## src/rtl/sap1_pkg.sv

```systemverilog
// rtl/sap1_pkg.sv - shared types and sizes for the SAP-1 program loader
package sap1_pkg;

    localparam int ADDR_W    = 4;
    localparam int DATA_W    = 8;
    localparam int MEM_DEPTH = 16;

    typedef enum logic [2:0] {
        ST_HOLD = 3'd0,
        ST_LOAD = 3'd1,
        ST_CHK  = 3'd2,
        ST_RUN  = 3'd3,
        ST_ERR  = 3'd4
    } state_e;

endpackage

```

## src/rtl/sap1_prog_loader_if.sv

```systemverilog
// rtl/sap1_prog_loader_if.sv - byte stream and CPU read port bundle
// Stream: in_valid/in_data from the image source, in_ready back to it.
// CPU port: ADDR (from MAR) and CE (active-low) from the CPU, DATA_OUT back.
// master = image source + CPU side, slave = loader side.
interface sap1_prog_loader_if #(
    parameter int ADDR_W = 4,
    parameter int DATA_W = 8
);
    logic              in_valid;
    logic [DATA_W-1:0] in_data;
    logic              in_ready;
    logic [ADDR_W-1:0] ADDR;
    logic              CE;
    logic [DATA_W-1:0] DATA_OUT;

    modport master (
        output in_valid, in_data, ADDR, CE,
        input  in_ready, DATA_OUT
    );

    modport slave (
        input  in_valid, in_data, ADDR, CE,
        output in_ready, DATA_OUT
    );
endinterface

```

## src/rtl/sap1_prog_ram.sv

```systemverilog
// rtl/sap1_prog_ram.sv - 16x8 program/data memory, sync write, async read
// Ports: clk; we/waddr/wdata write port (takes effect on rising edge);
//        raddr/rdata combinational read port. Contents are not reset.
module sap1_prog_ram
    import sap1_pkg::*;
#(
    parameter int RAM_ADDR_W = 4,
    parameter int RAM_DATA_W = 8
) (
    input  logic                  clk,
    input  logic                  we,
    input  logic [RAM_ADDR_W-1:0] waddr,
    input  logic [RAM_DATA_W-1:0] wdata,
    input  logic [RAM_ADDR_W-1:0] raddr,
    output logic [RAM_DATA_W-1:0] rdata
);
    logic [RAM_DATA_W-1:0] mem [1 << RAM_ADDR_W];

    always_ff @(posedge clk) begin
        if (we) begin
            mem[waddr] <= wdata;
        end
    end

    assign rdata = mem[raddr];
endmodule

```

## src/rtl/sap1_prog_loader.sv

```systemverilog
// rtl/sap1_prog_loader.sv - SAP-1 program loader, checksum gate and ROM port
// Ports: clk; rst (async, active-low); start (reload request, honoured in
//        HOLD/RUN/ERR); bus (slave: byte stream in, CPU read port out);
//        cpu_rst (high except in RUN); busy (LOAD/CHK); done (one-cycle
//        pulse after a good checksum); err (high in ERR).
module sap1_prog_loader
    import sap1_pkg::*;
(
    input  logic                 clk,
    input  logic                 rst,
    input  logic                 start,
    sap1_prog_loader_if.slave    bus,
    output logic                 cpu_rst,
    output logic                 busy,
    output logic                 done,
    output logic                 err
);
    state_e              state_q, state_d;
    logic [ADDR_W-1:0]   cnt_q;
    logic [DATA_W-1:0]   sum_q;
    logic                done_q;
    logic                xfer;
    logic                load_entry;
    logic [DATA_W-1:0]   chk_sum;
    logic [DATA_W-1:0]   ram_rdata;
    logic                ram_we;

    assign xfer       = bus.in_valid && bus.in_ready;
    assign load_entry = start && (state_q == ST_HOLD || state_q == ST_RUN || state_q == ST_ERR);
    // Running sum including the byte on the bus; zero means a valid image.
    assign chk_sum    = sum_q + bus.in_data;
    assign ram_we     = (state_q == ST_LOAD) && xfer;

    always_ff @(posedge clk or negedge rst) begin
        if (!rst) begin
            state_q <= ST_HOLD;
        end else begin
            state_q <= state_d;
        end
    end

    always_comb begin
        state_d = state_q;
        case (state_q)
            ST_HOLD, ST_RUN, ST_ERR: begin
                if (start) state_d = ST_LOAD;
            end
            ST_LOAD: begin
                if (xfer && cnt_q == '1) state_d = ST_CHK;
            end
            ST_CHK: begin
                if (xfer) state_d = (chk_sum == '0) ? ST_RUN : ST_ERR;
            end
            default: state_d = ST_HOLD;
        endcase
    end

    always_comb begin
        bus.in_ready = 1'b0;
        busy         = 1'b0;
        cpu_rst      = 1'b1;
        err          = 1'b0;
        case (state_q)
            ST_LOAD, ST_CHK: begin
                bus.in_ready = 1'b1;
                busy         = 1'b1;
            end
            ST_RUN:  cpu_rst = 1'b0;
            ST_ERR:  err     = 1'b1;
            default: ;
        endcase
    end

    always_ff @(posedge clk or negedge rst) begin
        if (!rst) begin
            cnt_q  <= '0;
            sum_q  <= '0;
            done_q <= 1'b0;
        end else begin
            done_q <= (state_q == ST_CHK) && xfer && (chk_sum == '0);
            if (load_entry) begin
                cnt_q <= '0;
                sum_q <= '0;
            end else if (ram_we) begin
                // cnt wraps to 0 on the 16th byte, ready for the next load
                cnt_q <= cnt_q + ADDR_W'(1);
                sum_q <= chk_sum;
            end
        end
    end

    assign done = done_q;

    sap1_prog_ram #(
        .RAM_ADDR_W (ADDR_W),
        .RAM_DATA_W (DATA_W)
    ) u_ram (
        .clk   (clk),
        .we    (ram_we),
        .waddr (cnt_q),
        .wdata (bus.in_data),
        .raddr (bus.ADDR),
        .rdata (ram_rdata)
    );

    // Reads are gated to RUN so the CPU never sees a partial image.
    assign bus.DATA_OUT = (state_q == ST_RUN && !bus.CE) ? ram_rdata : '0;
endmodule

```

## src/flat_wrapper.sv

```systemverilog
// flat-port wrapper written by rule: the top's interface ports become plain ports
module sap1_prog_loader_flat import sap1_pkg::*;
  (clk, rst, start, cpu_rst, busy, done, err, bus_in_valid, bus_in_data, bus_ADDR, bus_CE, bus_in_ready, bus_DATA_OUT);
  sap1_prog_loader_if bus_i ();
  input  logic clk;
  input  logic rst;
  input  logic start;
  output logic cpu_rst;
  output logic busy;
  output logic done;
  output logic err;
  input wire logic [$bits(bus_i.in_valid)-1:0] bus_in_valid;
  input wire logic [$bits(bus_i.in_data)-1:0] bus_in_data;
  input wire logic [$bits(bus_i.ADDR)-1:0] bus_ADDR;
  input wire logic [$bits(bus_i.CE)-1:0] bus_CE;
  output wire logic [$bits(bus_i.in_ready)-1:0] bus_in_ready;
  output wire logic [$bits(bus_i.DATA_OUT)-1:0] bus_DATA_OUT;
  assign bus_i.in_valid = bus_in_valid;
  assign bus_i.in_data = bus_in_data;
  assign bus_i.ADDR = bus_ADDR;
  assign bus_i.CE = bus_CE;
  assign bus_in_ready = bus_i.in_ready;
  assign bus_DATA_OUT = bus_i.DATA_OUT;
  sap1_prog_loader u_core (.clk(clk), .rst(rst), .start(start), .bus(bus_i), .cpu_rst(cpu_rst), .busy(busy), .done(done), .err(err));
endmodule
```

## config.mk

```make
export PLATFORM = sky130hd
export DESIGN_NAME = sap1_prog_loader_flat
export DESIGN_NICKNAME = d
export VERILOG_FILES = /design/src/rtl/sap1_pkg.sv /design/src/rtl/sap1_prog_loader_if.sv /design/src/rtl/sap1_prog_ram.sv /design/src/rtl/sap1_prog_loader.sv /design/src/flat_wrapper.sv
export SDC_FILE = /design/constraint.sdc
export NUM_CORES = 1
export LEC_CHECK = 0
export CELL_PAD_IN_SITES_DETAIL_PLACEMENT = 1
export CELL_PAD_IN_SITES_GLOBAL_PLACEMENT = 1
export CORE_ASPECT_RATIO = 1.2
export CORE_MARGIN = 3
export CORE_UTILIZATION = 47
export CTS_CLUSTER_SIZE = 25
export DETAILED_ROUTE_END_ITERATION = 8
export GPL_ROUTABILITY_DRIVEN = 0
export HOLD_SLACK_MARGIN = 0.12
export MAX_ROUTING_LAYER = met4
export PLACE_DENSITY_LB_ADDON = 0.05
export SYNTH_ARGS = -nofsm -noshare
export SYNTH_HDL_FRONTEND = slang
export SYNTH_SLANG_ARGS = --single-unit
```

## constraint.sdc

```tcl
create_clock -name clk -period 2.3 [get_ports clk]
set_input_delay 0.345 -clock clk [delete_from_list [all_inputs] [get_ports clk]]
set_output_delay 0.345 -clock clk [all_outputs]
set_load 0.01 [all_outputs]
```

After elaboration in Yosys (flattened, before gate mapping)
Memory sizes are Yosys's and may differ from the RTL's. Index checks and enable logic that the tools add are counted.

Register bits after elaboration: 16. Bits in latches: 0. Memory bits (writable): 128. Memory bits (read-only): 0. Bits of input ports: 17. Output and inout bits: 13. Logic and storage cells: 46. Memories: 1.

Memory list: u_core.u_ram.mem (words 16, width 8, read ports 1, clocked after Yosys merged registers in 0, wr ports 1, line sap1_prog_ram.sv:17) `logic [RAM_DATA_W-1:0] mem [1 << RAM_ADDR_W];`.

Add/sub/neg operators: 2. Multipliers: 0. Divide/modulo/power cells: 0. $lt $le $gt $ge: 0. Equal/unequal tests: 8. Shift-type cells: 0. Multiplexer cells: 15. Bitwise operators: 0. Reductions and logical operators: 16.

Operator list (count): $mux W8 (3); $mux W3 (4); $pmux W3 S3 (1); $add A8 B8 Y8 (1); $logic_not A8 Y1 (1); $mux W4 (2); $logic_and A1 B1 Y1 (7); $eq A3 B2 Y1 const B (2); $mux W1 (5); $add A4 B1 Y4 const B (1); $eq A4 B4 Y1 const B (1); $ne A2 B2 Y1 const B (2); $eq A3 B1 Y1 const B (1); $eq A3 B3 Y1 const B (1); $logic_not A3 Y1 (1); $reduce_and A3 Y1 (1); $reduce_or A3 Y1 (1); $logic_or A1 B1 Y1 (2); $ne A2 B1 Y1 const B (1); $reduce_bool A2 Y1 (1); $reduce_or A2 Y1 (1); $logic_not A1 Y1 (1).

Depth between registers and ports, before layout
Gate-level depths: netlist of the first run.

Depth after elaboration: 7. Mapped depth: 7. Mapped depth without buffers: 7.

By module
A second synthesis of the first run with hierarchy kept.

Cells, all modules: 358. Area, all modules: 6192.2 µm².

By module, submodules not included: sap1_prog_ram (times used 1, cells each 221, area each 4987.3 µm², sequential area each 3843.7 µm²); sap1_prog_loader (times used 1, cells each 137, area each 1204.9 µm², sequential area each 400.4 µm²).

Worst setup path before layout of the first run
Ideal clock, no wire load.

Kind: register -> register. Start: reg u_core.sum_q[0]. End: reg u_core.state_q[2]. Library setup time: 0.121 ns. Arrival: 2.125 ns. Data required time: 2.179 ns. Setup slack: 0.054 ns. Stages on the path, launching flop included: 8. Buffers on the path: 0. Period minus slack after synthesis: 2.246 ns. Cells stage by stage: dfrtp_1 -> ha_1 -> fa_1 -> a211oi_1 -> nor4b_1 -> a311oi_1 -> o2111ai_1 -> a22o_1.

Cells in the longest elaborated chain, start to end: 5.

Ends and longest elaborated chain: from (decl) (line sap1_prog_loader.sv:20) `logic [DATA_W-1:0] sum_q;`; from (signal assigned) (line sap1_prog_loader.sv:87) `sum_q <= chk_sum;`; $add A8 B8 Y8 (line sap1_prog_loader.sv:31) `assign chk_sum = sum_q + bus.in_data;`; $logic_not A8 Y1 (line sap1_prog_loader.sv:52) `if (xfer) state_d = (chk_sum == '0) ? ST_RUN : ST_ERR;`; $mux W3 (2 in series) (line sap1_prog_loader.sv:52); $pmux W3 S3 (line sap1_prog_loader.sv:44) `case (state_q)`; to (signal assigned) (line sap1_prog_loader.sv:38) `state_q <= state_d;`; to (decl) (line sap1_prog_loader.sv:18) `state_e state_q, state_d;`.

Every way passes these cells. The select of a mux whose other input is x is not followed. A chain may end at the register's enable or synchronous reset.

Worst setup path in the final report of the first run
Start: in bus_ADDR[0]. End: out bus_DATA_OUT[5].

Cells in the longest elaborated chain, start to end: 2.

Ends and longest elaborated chain: from (decl) (line flat_wrapper.sv:14) `input wire logic [$bits(bus_i.ADDR)-1:0] bus_ADDR;`; $mem_v2 Z16 W8; $mux W8 (line sap1_prog_loader.sv:107) `assign bus.DATA_OUT = (state_q == ST_RUN && !bus.CE) ? ram_rdata : '0;`; to (decl) (line flat_wrapper.sv:17) `output wire logic [$bits(bus_i.DATA_OUT)-1:0] bus_DATA_OUT;`.

Every way passes these cells.

==> impl_results.md, run 1 <==
- Leakage: roughly 2.9 nW
- Worst Path Max Fanout: 8
- Required @ worst endpoint: ~2000 ps
- Status: finished with violations
- Yosys warns: 0
- Largest stage delay on the critical path: between 500 and 600 ps
- CP max stage cell: mux4_1
- Final critical-path required period: 2450 ps
- Final hold vios: 0
- Cells after Synth: 344
- Sequential area share after synthesis: approximately 67%
- CTS Sinks: approximately 140
- Vias: around 3600
- Post-synth cell types: 54
- Most used DFF post-synth: edfxtp_1
- Syn_nets: between 300 and 400
- Die width: around 110 um
- Setup TNS: -981 ps
- Share of the synthesized area in the top cell type: slightly above 60%
- Ranking of synthesized cells by area: edfxtp_1, mux4_1, dfrtp_1, mux4_2, ha_1
- P&R area growth vs syn: 26.2%
- Maximum operating frequency: 408 MHz
- Clock slew at reported path FFs: approximately 60 ps
- Total GRT Usage: approximately 22%
- Endpoint class of the critical path: primary output
- Final worst slack: -153 ps
- DRC viols: 0
- Failing checks: setup timing
- Largest net degree at the start of global routing: 18
- Synth Register Bits: around 140
- Net count, final: about 460
- Setup crit start: bus_ADDR[0]
- Routed len/inst: between 20 and 30 um
- Clock power frac: roughly 34%
- Async S/R FF share, synth: roughly 11%
- WS Path Type: in2out
- HP Start: bus_in_data[0]
- Num ports: 30
- Buf/Inv on CP: 3
- CTS max path bufs: 2
- Vias in the first global route: ~4000
- Critical Path, Cell by Cell: buf_2 -> buf_6 -> mux4_1 -> mux4_2 -> nor2b_4 -> buf_6
- Die area: around 15000 um2
- Fillcell total: roughly 1200
- Net Sw Frac: 28.0%
- H-tree Lvls: 4
- CTS buffer count: 17
- Post-synthesis cell area: approximately 6300 um2
- Grt total ovfl: 0
- Drt pass-1 iters: 4
- Hold crit path type: in2reg
- Hold_ws: 305 ps
- N_diodes: 0
- DPL Wire Length: 10300 um
- Antenna viol nets, final: 0
- Core area: 12900 um2
- Worst-Skew Late Latency: 420 ps
- Comb pwr share: about a quarter
- Cell taking the most area after synthesis: edfxtp_1
- Pins over their slew limit: 0
- Startpoint Class: input pin
- Family with the most delay on the worst path: multiplexers
- Fin crit share: 107%
- DR vias/cell: between 5 and 6
- Crit path top cell by count: buf_6
- Setup-failing EPs final: 10
- CTS root buffer: clkbuf_16
- Sequential share of power: between 40% and 50%
- Die Y: approximately 130 um
- Avg Inst Size Synth: about 18 um2
- # rows: 45
- Maximum vdd drop: around 0.00056 V
- Drt first-iter violations: approximately 260
- Switching power: around 2.3 mW
- RSZ-0062 raised after global routing: true
- Reg2reg start: u_core.sum_q[0]
- Port bufs: 29
- First-pass GRT wire length: 23600 um
- Relative slew margins: 44.1%
- Initial antenna violation count: 0
- TritonCTS clock tree: yes
- Initial Utilization: around 49%
- Detailed-route wire length: ~15000 um
- # Max-Cap Violations: 0
- Slew at the pin with the worst max-slew slack: between 800 and 900 ps
- Share of cells above drive strength 1: 36.5%
- Worst Path Arrival: between 2000 and 2500 ps
- Layout Skew: between 8 and 9 ps
- EDFF count, synth: about 130
- Internal: approximately 6 mW
- Pwr Density: around 1100 nW/um2
synth_stat cells, types with 4 or more instances:
cell      count
nor2b_1       9
edfxtp_1    128
nor2_1       11
clkbuf_1     11
ha_1         11
and3_1       12
mux4_2       12
dfrtp_1      16
nand2_1      17
o21ai_0       9
and2_1        7
inv_1         4
mux4_1       28
a21oi_1       4
cells by family (layout without fill, tap and decap cells):
family | after synthesis | after routing | share of synthesized area [%]
adders and majority gates | 12 | 12 | 2.50
muxes | 42 | 42 | 16.3
DFF | 144 | 144 | 67.2
buffers and inverters | 23 | 125 | 2.00
and+or+nand+nor | 81 | 81 | 7.26
xor gates and xnor gates | 5 | 5 | 0.694
AOI/OAI and AO/OA | 37 | 37 | 4.04
power groups by stage:
stage / Clock, mW / Sequential, mW / Combinational [mW]
after global routing: 3.01 / 3.38 / 2.35
after global placement: 0 / 3.36 / 1.76
after floorplan: 0 / 3.31 / 1.08
after detailed placement: 0 / 3.40 / 1.84
final: 2.85 / 3.35 / 2.17
after CTS: 2.91 / 3.35 / 1.94
cell type report:
type	count	area [um2]	area share, %
clock buffer	17	425	5.34
clock inverter	13	188	2.36
inverter	4	15.0	0.189
multi-input combinational	177	2040	25.6
sequential	144	4240	53.3
tap	164	205	2.58
timing repair buffer	91	851	10.7
flip-flops by register name, summed over array words and instances (netlist names):
signal / cells
u_core.u_ram.mem: 128
u_core.cnt_q: 4
u_core.done: 1
u_core.sum_q: 8
u_core.state_q: 3
per-stage QoR:
step                      setup WS [ps]  area, um2  total power [mW]  utilization (%)  std cells
after global routing               -195       7960              8.75             61.8        610
after detailed placement          -1070       7190              5.24             55.8        575
final                              -153       7960              8.37             61.8        610
after floorplan                    53.6       6310              4.38                -        344
after CTS                          -192       7780              8.20             60.4        608
after global placement             -881       7190              5.13             55.8        575
cell usage in the layout (no fill, tap or decap), types with 3 or more instances in the layout:
cell / count
clkdlybuf4s50_1: 18
clkbuf_16: 17
buf_4: 51
a21oi_1: 4
nor2b_1: 5
nor3_1: 3
inv_1: 4
mux4_1: 8
buf_12: 6
ha_1: 9
buf_2: 5
clkinv_4: 3
buf_6: 7
nor2b_4: 4
nand2_1: 17
dfrtp_1: 16
edfxtp_1: 128
and2_1: 7
bufinv_16: 4
and3_1: 12
o21a_1: 3
mux4_2: 32
nor2_1: 9
o21ai_0: 8
metal layers:
layer / global-route usage (%) / share of wire [%] / vias up
met2: 37.6 / 53 / 85
met5: - / 0 / -
met1: 27.3 / 41 / 1872
met4: 6.90 / 2.5 / 0
met3: 4.30 / 3.0 / 29
li1: - / - / 1571
repair_timing:
action                     4_1_cts  5_1_grt
setup endpoints to repair       13       13
buffers inserted                 2        2
resized for setup               63       37
pin swaps                        5        7
cloned                           1        0
hold buffers                     0        0
worst paths after layout:
path / depth (start not counted) / slack [ps] / end
setup / recovery: 6 / -150 / bus_DATA_OUT[5]
hold / removal: 1 / 310 / u_core.u_ram.mem[1][0]
setup reg to reg: 7 / -10 / u_core.state_q[2]
hold reg to reg: 2 / 540 / u_core.sum_q[6]
max in group asynchronous: 1 / 1370 / u_core.cnt_q[2]
min in group asynchronous: 1 / 410 / u_core.state_q[1]
Power figures use the tool's default switching activity.
==> run 2, diff against run 1 <==
Settings changed: CORE_MARGIN 3 to 2, CTS_CLUSTER_DIAMETER set to 120, HOLD_SLACK_MARGIN 0.12 to 0.15.
==> run 2 against run 1 <==
Against the previous run: the run still ends with setup timing left; worst hold slack worse by 48 ps; count of clock-buffer cells in the layout up 1; total power is 4.4% lower; clock skew is essentially flat; largest power group unchanged.
==> impl_results.md, run 2 (same netlist as run 1, synthesis figures left out) <==
- Status: finished with violations
- Failing checks: setup timing
- Pins over their slew limit: 0
- RR Endpoint: u_core.state_q[0]
- Setup-failing EPs final: 11
- Required @ worst endpoint: 1960 ps
- # rows: 46
- WS Path Type: reg2out
- Final critical-path required period: approximately 2400 ps
- Die area: roughly 14000 um2
- Fin crit share: 106%
- CTS root buffer: clkbuf_16
- P&R area growth vs syn: 23.9%
- Placed cell area: between 7000 and 8000 um2
- Maximum vdd drop: 0.000530 V
- Core area: around 13000 um2
- RSZ-0062 raised after global routing: true
- N_diodes: 0
- Drt pass-1 iters: 4
- Clock slew at reported path FFs: 60 ps
- Share of cells above drive strength 1: 34.2%
- Final worst slack: -138 ps
- Worst Path Arrival: roughly 2100 ps
- Placed cell count: between 500 and 600
- First-pass GRT wire length: between 20000 and 25000 um
- Max FFs per register: 128
- Hold_ws: approximately 260 ps
- Largest Register: u_core.u_ram.mem
- Net count, final: around 460
- Leakage: 2.78 nW
- H-tree Lvls: 4
- CTS buffer count: 17
- Antenna viol nets, final: 0
- Drt first-iter violations: 207
- Worst-Skew Late Latency: approximately 420 ps
- Reg2reg start: u_core.sum_q[0]
- Pwr Density: a little over 1000 nW/um2
- DPL Wire Length: 9490 um
- Die width: between 100 and 150 um
- Detailed-route wire length: between 10000 and 15000 um
- Slew at the pin with the worst max-slew slack: 471 ps
- # hold bufs at CTS: 0
- Largest stage delay on the critical path: roughly 530 ps
- CTS max path bufs: 2
- Largest net degree at the start of global routing: 17
- Total GRT Usage: about 23%
- DR vias/cell: 5.75
- Pre-CTS WS: -873 ps
- Critical Path, Cell by Cell: mux4_2 -> mux4_2 -> nor2b_4 -> buf_6
- CTS Sinks: ~140
- DRC viols: 0
- Layout Skew: about 8 ps
- R2R cell count: 7
- Die Y: 131 um
- Num ports: 30
- Design area: roughly 7800 um2
- CP max stage cell: mux4_2
- TritonCTS clock tree: yes
- Post-layout util: 59.3%
- Routed len/inst: between 20 and 25 um
- # Max-Cap Violations: 0
- Family with the most delay on the worst path: multiplexers
- Port bufs: 29
- R2R setup slack: -100 ps
- Worst Path Max Fanout: 1
- Endpoint class of the critical path: primary output
- Crit path top cell by count: mux4_2
- Vias in the first global route: 3741
- Pwr Total: approximately 8.0 mW
- Post-Layout Cell Count: 607
- Initial antenna violation count: 0
- Buf/Inv on CP: 1
- Maximum operating frequency: between 400 and 500 MHz
- Final hold vios: 0
- Grt total ovfl: 0
- Relative slew margins: approximately two thirds
- Hold crit path type: in2async
- Commonest non-fill, non-tap cell in the layout: edfxtp_1
- Top flop regs: u_core.u_ram.mem: 128 flops, u_core.sum_q: 8 flops, u_core.cnt_q: 4 flops
- Setup TNS: -1080 ps
- Initial Utilization: a little under half
- Commonest non-fill, non-tap cells in the layout: edfxtp_1, buf_4, mux4_2
- Vias: 3489
- Startpoint Class: flop
[run 2: cell count changes in the layout (fill, tap and decap cells not counted), sizes merged]
cell         before  now
inv               6    9
bufinv            4    2
bufbuf            1    0
dlygate4sd2       0    1
clkbuf           18   20
buf              70   60
[run 2: cell type report]
cell class | count | area [um2]
multi-input combinational | 177 | 1970
sequential | 144 | 4240
fill | 1211 | 5360
clock inverter | 14 | 158
inverter | 4 | 15.0
clock buffer | 18 | 429
timing repair buffer | 82 | 790
tap | 168 | 210
[run 2: per-layer routing]
metal	GRT usage, %	part of all wire, %	vias to the layer above
li1	-	-	1558
met3	3.77	4.3	19
met4	8.34	1.7	0
met2	38.6	53	92
met5	-	0	-
met1	28.0	41	1820
[run 2: worst max path at each step]
stage | from | endpoint | slack, ps | cells past startpoint
finish | u_core.u_ram.mem[13][4] | bus_DATA_OUT[4] | -140 | 4
global route | u_core.sum_q[0] | u_core.state_q[0] | -200 | 7
CTS | u_core.u_ram.mem[10][5] | bus_DATA_OUT[5] | -170 | 4
detailed placement | bus_in_data[0] | u_core.state_q[0] | -870 | 8
global placement | bus_in_data[0] | u_core.state_q[2] | -710 | 8
floorplan | u_core.sum_q[0] | u_core.state_q[2] | 50 | 7
[run 2: timing repair]
| item | CTS | global route |
|---|---|---|
| endpoints found under the setup margin | 13 | 13 |
| buffers inserted | 1 | 1 |
| cloned | 1 | 1 |
| resized for setup | 67 | 22 |
| pin swaps | 6 | 6 |
[run 2: report_power, final]
part | switching [mW] | internal (mW)
clock network | 1.10 | 1.62
logic | 1.03 | 0.916
registers | 0.166 | 3.18
==> run 3, diff against run 2 <==
Settings changed: MAX_ROUTING_LAYER met4 to not set.
==> run 3 against run 2 <==
Against the previous run: the run still ends with setup timing left; count of clock-buffer cells in the layout unchanged; final cell count did not move; core utilization stayed put; clock power about the same; critical path type unchanged; largest cell class unchanged.
==> impl_results.md, run 3 (same netlist as run 1, synthesis figures left out) <==
- Status: finished with violations
- Failing checks: setup timing
- Die width: roughly 110 um
- Final critical-path required period: around 2400 ps
- Post-Layout Cell Count: between 600 and 700
- Setup-failing EPs final: 11
- Max FFs per register: about 130
- Setup TNS: -1120 ps
- Startpoint Class: flop
- Detailed-route wire length: 14700 um
- R2R cell count: 7
- Commonest non-fill, non-tap cell in the layout: edfxtp_1
- Hold crit path type: in2async
- Fin crit share: 106%
- Maximum operating frequency: just over 400 MHz
- Commonest non-fill, non-tap cells in the layout: edfxtp_1, buf_4, mux4_2
- Vias: about 3500
- Family with the most delay on the worst path: multiplexers
- Core area: 13200 um2
- Total GRT Usage: 22.3%
- DPL Wire Length: between 9000 and 10000 um
- Pwr Density: 1020 nW/um2
- Reg area: ~4200 um2
- CTS Sinks: 144
- Busiest grt layer: met2
- # Max-Cap Violations: 0
- WS Path Type: reg2out
- Largest Register: u_core.u_ram.mem
- Slew at the pin with the worst max-slew slack: 472 ps
- DR vias/cell: ~5.7
- Final hold vios: 0
- Leakage: 2.78 nW
- Met2 usage: between 30% and 40%
- R2R setup slack: -100 ps
- # hold bufs at CTS: 0
- CP max stage cell: mux4_2
- CTS max path bufs: 2
- Relative slew margins: around two thirds
- Multi-input logic area: 1970 um2
- Required @ worst endpoint: between 1500 and 2000 ps
- Clock slew at reported path FFs: ~60 ps
- Initial Utilization: between 40 and 50%
- Buf/Inv on CP: 1
- Worst Path Arrival: roughly 2100 ps
- Reg2reg start: u_core.sum_q[0]
- Net count, final: around 460
- N_diodes: 0
- Num ports: 30
- Die Y: about 130 um
- Fillcell total: about 1200
- Drt pass-1 iters: 4
- Layout Skew: 7.62 ps
- Initial antenna violation count: 0
- Endpoint class of the critical path: primary output
- Largest net degree at the start of global routing: 17
- Setup crit start: u_core.u_ram.mem[13][4]
- Vias in the first global route: approximately 3700
- Critical Path, Cell by Cell: mux4_2 -> mux4_2 -> nor2b_4 -> buf_6
- Met3 usage in global routing: 4.02%
- Drt first-iter violations: just under 200
- Critical path depth: 4
- Grt total ovfl: 0
- Placed cell count: roughly 570
- Port bufs: 29
- Worst Path Max Fanout: 1
- Worst-Skew Late Latency: roughly 420 ps
- CTS buffer count: 17
- # rows: between 40 and 50
- P&R area growth vs syn: 23.9%
- Post-layout util: around 60%
- Final worst slack: -142 ps
- Maximum vdd drop: approximately 0.00053 V
- Pins over their slew limit: 0
- First-pass GRT wire length: between 20000 and 25000 um
- Die area: about 14000 um2
- Routed len/inst: 24.2 um
- Met1 Use GR: roughly 28%
- Antenna viol nets, final: 0
- Crit path top cell by count: mux4_2
- DRC viols: 0
- H-tree Lvls: 4
- RSZ-0062 raised after global routing: true
- RR Endpoint: u_core.state_q[0]
- CTS root buffer: clkbuf_16
- Top flop regs: u_core.u_ram.mem: 128 flops, u_core.sum_q: 8 flops, u_core.cnt_q: 4 flops
- Hold_ws: about 260 ps
- Pwr Total: around 8 mW
- Largest stage delay on the critical path: between 500 and 600 ps
- Share of cells above drive strength 1: 34.2%
- TritonCTS clock tree: yes
run 3: area by class of cell:
cell class,instances,area share (%)
Sequential cell,144,54.3
Tap cell,168,2.69
Multi-Input combinational cell,177,25.2
Clock inverter,14,2.02
Clock buffer,18,5.49
Inverter,4,0.192
Timing Repair Buffer,82,10.1
run 3: routing by layer:
layer  wire, um  vias up  part of all wire [%]
met2       7870       77                    53
met5          0        -                     0
met4        242        0                   1.6
met1       6140     1837                    42
li1           -     1559                     -
met3        466       14                   3.2
run 3: how the worst max path moves through the flow:
stage | end | slack, ps
after CTS | bus_DATA_OUT[5] | -170
after floorplan | u_core.state_q[2] | 50
after global routing | u_core.state_q[0] | -200
final | bus_DATA_OUT[4] | -140
after global placement | u_core.state_q[2] | -710
after detailed placement | u_core.state_q[0] | -870
run 3: metrics by stage:
| step | worst slack, ps | area (um2) |
|---|---|---|
| 2_1_floorplan | 53.6 | 6310 |
| 3_3_place_gp | -709 | 7140 |
| 3_5_place_dp | -873 | 7140 |
| 4_1_cts | -168 | 7690 |
| 5_1_grt | -200 | 7820 |
| 6_report | -142 | 7820 |
run 3: timing repair:
action,4_1_cts,5_1_grt
setup endpoints to repair,13,13
hold endpoints to repair,0,0
buffers inserted,1,1
cloned,1,1
resized for setup,67,22
pin swaps,6,6
run 3: report_power, final:
part	leakage, nW	total, mW	internal, mW	switching (mW)
Combinational	1.14	1.94	0.916	1.03
Clock	0.284	2.72	1.62	1.10
Sequential	1.35	3.35	3.18	0.167
